$ cat config.mk
export PLATFORM = sky130hd
export DESIGN_NAME = serial_subtractor
export DESIGN_NICKNAME = d
export VERILOG_FILES = /design/src/rtl/serial_subtractor.sv
export SDC_FILE = /design/constraint.sdc
export NUM_CORES = 1
export LEC_CHECK = 0
export ABC_AREA = 0
export ABC_CLOCK_PERIOD_IN_PS = 2900
export BUFFER_PORTS_ARGS = -buffer_cell sky130_fd_sc_hd__clkbuf_2
export CORE_ASPECT_RATIO = 0.75
export CORE_MARGIN = 3
export CORE_UTILIZATION = 40
export DETAILED_ROUTE_END_ITERATION = 10
export GPL_TIMING_DRIVEN = 0
export SLEW_MARGIN = 20
export SYNTH_ARGS = -nofsm -noshare
export SYNTH_HDL_FRONTEND = slang
export SYNTH_SLANG_ARGS = --single-unit
$ cat constraint.sdc
create_clock -name clk -period 2.9 [get_ports clk]
set_input_delay 0.87 -clock clk [delete_from_list [all_inputs] [get_ports clk]]
set_output_delay 0.87 -clock clk [all_outputs]
set_load 0.005 [all_outputs]
$ cat src/rtl/serial_subtractor.sv
// Bit-serial unsigned subtractor: d = a - b, LSB first, one bit per clock.
// A start/busy/done handshake frames each operation; the difference and
// borrow-out are registered and held until the next completed operation.
module serial_subtractor #(
  parameter int WIDTH = 4
) (
  input  logic             clk,
  input  logic             rst,
  input  logic             start,
  input  logic [WIDTH-1:0] a,
  input  logic [WIDTH-1:0] b,
  output logic             busy,
  output logic             done,
  output logic [WIDTH-1:0] d,
  output logic             bo
);

  localparam int CW = $clog2(WIDTH) + 1;
  localparam logic [CW-1:0] LAST = CW'(WIDTH - 1);

  typedef enum logic [1:0] {
    IDLE  = 2'd0,
    SHIFT = 2'd1,
    DONE  = 2'd2
  } state_t;

  state_t           state;
  state_t           state_nxt;
  logic             accept;
  logic [WIDTH-1:0] ra;
  logic [WIDTH-1:0] rb;
  logic [WIDTH-1:0] res;
  logic             borrow;
  logic [CW-1:0]    count;
  logic             diff;
  logic             borrow_nxt;

  // One-bit full-subtractor difference.
  function automatic logic diff_bit(input logic x, input logic y, input logic bin);
    return x ^ y ^ bin;
  endfunction

  // One-bit full-subtractor borrow: borrow when x < y + bin.
  function automatic logic borrow_bit(input logic x, input logic y, input logic bin);
    return (~x & y) | (~(x ^ y) & bin);
  endfunction

  // State register; reset returns to IDLE and aborts any operation.
  always_ff @(posedge clk) begin
    if (rst) begin
      state <= IDLE;
    end else begin
      state <= state_nxt;
    end
  end

  // Next-state and handshake decode; start is only honoured in IDLE or DONE.
  always_comb begin
    state_nxt = state;
    busy      = 1'b0;
    done      = 1'b0;
    accept    = 1'b0;
    case (state)
      IDLE: begin
        if (start) begin
          accept    = 1'b1;
          state_nxt = SHIFT;
        end
      end
      SHIFT: begin
        busy = 1'b1;
        if (count == LAST) begin
          state_nxt = DONE;
        end
      end
      DONE: begin
        done = 1'b1;
        if (start) begin
          accept    = 1'b1;
          state_nxt = SHIFT;
        end else begin
          state_nxt = IDLE;
        end
      end
      default: begin
        state_nxt = IDLE;
      end
    endcase
  end

  // Current bit slice of the serial subtraction.
  always_comb begin
    diff       = diff_bit(ra[0], rb[0], borrow);
    borrow_nxt = borrow_bit(ra[0], rb[0], borrow);
  end

  // Operand capture, bit-serial shifting, and result publication on the last bit.
  always_ff @(posedge clk) begin
    if (rst) begin
      ra     <= '0;
      rb     <= '0;
      res    <= '0;
      borrow <= 1'b0;
      count  <= '0;
      d      <= '0;
      bo     <= 1'b0;
    end else if (accept) begin
      ra     <= a;
      rb     <= b;
      borrow <= 1'b0;
      count  <= '0;
    end else if (state == SHIFT) begin
      res    <= {diff, res[WIDTH-1:1]};
      ra     <= ra >> 1;
      rb     <= rb >> 1;
      borrow <= borrow_nxt;
      if (count == LAST) begin
        // Final bit: publish the full difference and borrow for the DONE cycle.
        d  <= {diff, res[WIDTH-1:1]};
        bo <= borrow_nxt;
      end else begin
        count <= count + 1'b1;
      end
    end
  end

endmodule

Yosys cells after proc, flatten, opt, wreduce, memory -nomap -nowiden --
Cells that the tools add are included.
Storage, ports and cells: output and inout bits 7, bits of input ports 11, register bits 23, logic and storage cells 43
Cells by class: mux-type cells 12, equal/unequal tests 5, bitwise logic cells 9, reduce and logical (&&, ||, !) cells 8, add/sub/neg operators 1
Operators by type and width (number):
- 2-to-1 mux 4 bit | 4
- one-hot mux 2 bit (3 select lines) | 1
- AND reduction 2 bit | 3
- 2-to-1 mux 1 bit | 5
- 2-to-1 mux 2 bit | 2
- NOT 1 bit | 4
- OR reduction 2 bit | 2
- adder 3 x 1 -> 3 bit (second input constant) | 1
- equality test 3 x 2 -> 1 bit (second input constant) | 1
- AND reduction 3 bit | 1
- AND 1 bit | 2
- equality test 2 x 1 -> 1 bit (second input constant) | 1
- equality test 2 bit (second input constant) | 1
- zero test 2 bit | 1
- != test 2 x 1 -> 1 bit (second input constant) | 1
- != test 2 bit (second input constant) | 1
- nonzero test 2 bit | 1
- XOR 1 bit | 2
- bitwise OR 1 bit | 1

Depth between registers and ports, before layout --
depth after elaboration 5, depth in mapped cells 6, depth with buffers taken out 5

Least setup slack after synthesis --
OpenSTA, ideal clock, no wires.
path kind register to output, from reg state[1], to out busy, data required time 2030 ps, cell stages (with the launch flop) 4, path slack 1232 ps, buffers on the path 1, arrival 798 ps, path through dfxtp_1 > nand2b_1 > inv_2 > buf_2
On the way: cells in the longest elaborated chain, start to end 2
Ends and longest elaborated chain:
- from (decl) | line 27 | state_t state;
- from (signal assigned) | line 53 | state <= state_nxt;
- equality test 2 x 1 -> 1 bit | line 63 | case (state)
- 2-to-1 mux 1 bit | line 63
- to (decl) | line 12 | output logic busy,
No other way between the ends.

Worst setup path in the final report --
Ends and elaborated chain as after synthesis.

==> run summary <==
Initial Util -> 43.46%
P_leak -> 0.4129 nW
Core area -> 0.002067 mm2
Die Wd -> 60.72 um
Status -> finished, final reports clean
Final period util -> 78.81%
DRT Pass-1 Iters -> 5
Slew @ Worst Pin -> 0.4755 ns
Syn avg cell area -> 8.895 um2
Async set-reset flop share out of synthesis -> 0%
Top Metal Used -> met4
Die Y -> 47.04 um
Final nets -> 137
Power Total -> 0.5690 mW
Vias in the first global route -> 646
Worst slew margin -> 68.30%
First-pass GRT wire length -> 2.884 mm
Fin. Hold Viols -> 0
Switching Share -> 25.40%
GRT Resource Usage Total -> 14.05%
Largest family of logic cells by synthesized area -> simple AND/OR/NAND/NOR gates
Peak VDD IR -> 0.0003389 V
Met3 wire len -> 93 um
CTS sink cnt -> 22
Vias per cell -> 5.164
YS warnings -> 0
R2R setup slack -> 1.19 ns
RSZ-0062 raised after global routing -> false
Crit end category -> output pin
PD cells -> 542.0 mW/mm2
Total Wirelength -> 1.796 mm
Register share of total power -> 57.3%
Initial antenna violation count -> 0
Final slew viol count -> 0
Layout cells sized above 1 -> 22.95%
HP Class -> reg2reg
CTS tree -> yes
Ports -> 18
Worst-Skew Late Latency -> 0.31 ns
Synth top area share -> 49.03%
Mux cell area share after synthesis -> 2.228%
Fmax achieved -> 437.5 MHz
Routed len/inst -> 12.30 um
Worst EP required -> 2.03 ns
Row count -> 14
P_int -> 0.4244 mW
Synth area leader -> dfxtp_1
Kind of critical path -> reg2out
Synth Area in XOR/XNOR -> 0.9749%
Die ar. -> 0.002856 mm2
Switching pwr -> 0.1445 mW
Setup TNS Final -> 0 ns
Clock H-tree levels -> 1
Placer congestion estimate -> 0.7208
Post-Synth Adder-Cell Area -> 5.014%
Diode count -> 0
GRT Residual Overflow -> 0
Simple-gate share of the synthesized area -> 22.28%
Synth unique cells -> 23
Synth Area in Compound Gates -> 15.32%
CP startpoint kind -> flip-flop
CTS buffer count -> 3
Maximum clock path buffer count -> 2
I/O Buffers -> 17
Number of synthesized flops with an enable pin -> 0
Comb power frac -> 12.9%
Via count -> 754
Setup Skew -> 0.007571 ns
DP HPWL -> 1.345 mm
Metal-1 WL -> 893 um
CTS Hold Bufs -> 0
Post-route DRC -> 0
Post-Syn Nets -> 115
Largest net degree at the start of global routing -> 13
Clock Power Share -> 29.9%
Seq cells post-synth -> 22
Cell count after synthesis -> 101
ANT nets after route -> 0
MaxCap Viol Count -> 0
Post-synthesis sequential area ratio -> 49.03%
Detailed Route Iter0 Violations -> 27
Post-Syn Area -> 898.4 um2
Postcts setup bufs -> 0
Met2 Wirelength -> 805 um
Top_reg_cell synth -> dfxtp_1
Fin crit period -> 2.285 ns
Resized Gates After CTS -> 0
Critical path data arrival time -> 1.42 ns
Synthesis-to-layout area growth -> 16.85%
Clock root buffer -> clkbuf_4
Final setup fails -> 0
Crit Path Max Fanout -> 10
Dominant cells by area after synthesis -> dfxtp_1 49%, nand2_1 7.1%, a21oi_1 5.6%
Register clock-pin slew on the reported worst setup and hold paths -> 0.12 ns
## power groups by stage
stage                     sequential, mW  combinational (mW)  clock (mW)
final                              0.326              0.0732       0.170
after global routing               0.328              0.0830       0.189
after CTS                          0.326              0.0737       0.174
after detailed placement           0.333              0.0732           0
after global placement             0.332              0.0716           0
after floorplan                    0.331              0.0525           0
## Yosys cell counts, types with 2 or more instances
master and instances:
nand2b_1 2, mux2i_1 2, nand3_1 6, nand2_1 17
nor3_1 5, nor2_1 8, dfxtp_1 22, a21oi_1 10
buf_2 4, a311oi_1 5, o22ai_1 2, ha_1 2
nor2b_1 2, inv_1 3, clkbuf_1 3
## layout make-up
| cell class | instances | area, um2 |
|---|---|---|
| timing repair buffer | 17 | 85.08 |
| tap | 24 | 30.03 |
| multi-input combinational | 68 | 411.6 |
| clock buffer | 4 | 36.28 |
| fill | 217 | 1017 |
| sequential | 22 | 440.4 |
| inverter | 4 | 15.01 |
| buffer | 7 | 31.28 |
## sequential cells by signal (all words and copies together), names as in the netlist
| signal | count |
|---|---|
| bo | 1 |
| res | 3 |
| d | 4 |
| count | 3 |
| rb | 4 |
| borrow | 1 |
| ra | 4 |
| state | 2 |
## path summary, 6_finish.rpt
path | end | start | cells after the start
worst max-delay path | busy | state[1] | 4
worst min-delay path | d[0] | d[0] | 2
worst max register to register | count[2] | count[0] | 6
worst min register to register | d[0] | d[0] | 2
## routing by layer
metal	vias to the layer above	global-route usage, %
met5	-	0
met4	0	2.597
met3	2	4.945
met2	18	22.39
met1	341	18.74
li1	393	-
## layout by cell type, fill, tap and decap left out, types with 2 or more instances in the layout
cell type / synthesis / layout
a21oi_1: 10 / 10
a311oi_1: 5 / 5
buf_2: 4 / 4
clkbuf_1: 3 / 3
clkbuf_2: 0 / 17
clkbuf_4: 0 / 3
dfxtp_1: 22 / 22
ha_1: 2 / 2
inv_1: 3 / 3
mux2i_1: 2 / 2
nand2_1: 17 / 17
nand2b_1: 2 / 2
nand3_1: 6 / 6
nor2_1: 8 / 8
nor2b_1: 2 / 2
nor3_1: 5 / 5
o22ai_1: 2 / 2
## worst max-delay path, stage by stage, from the launching register on
cell and delay (ns):
dfxtp_1 0.36, nand2b_1 0.21, inv_2 0.15, buf_2 0.24, clkbuf_2 0.15
## cells by family (layout without fill, tap and decap cells)
| logic type | after synthesis | count (layout) |
|---|---|---|
| AOI/OAI and AO/OA | 20 | 20 |
| buffers and inverters | 11 | 32 |
| and+or+nand+nor | 42 | 42 |
| adders and majority gates | 3 | 3 |
| xor gates and xnor gates | 1 | 1 |
| muxes | 2 | 2 |
| DFF | 22 | 22 |
## metrics by stage
step / instances / instance area, um2 / hold WS, ns / setup WS (ns) / util (%)
finish: 146 / 1050 / 0.4671 / 0.6145 / 50.79
global route: 146 / 1050 / 0.4899 / 0.4864 / 50.79
CTS: 146 / 1050 / 0.4709 / 0.6024 / 50.79
detailed placement: 142 / 1013 / 0.4537 / 0.9673 / 49.03
global placement: 142 / 1013 / 0.4448 / 0.9774 / 49.03
floorplan: 101 / 898.4 / 0.4366 / 1.232 / -
No activity file was read; power rests on OpenSTA's default activity.
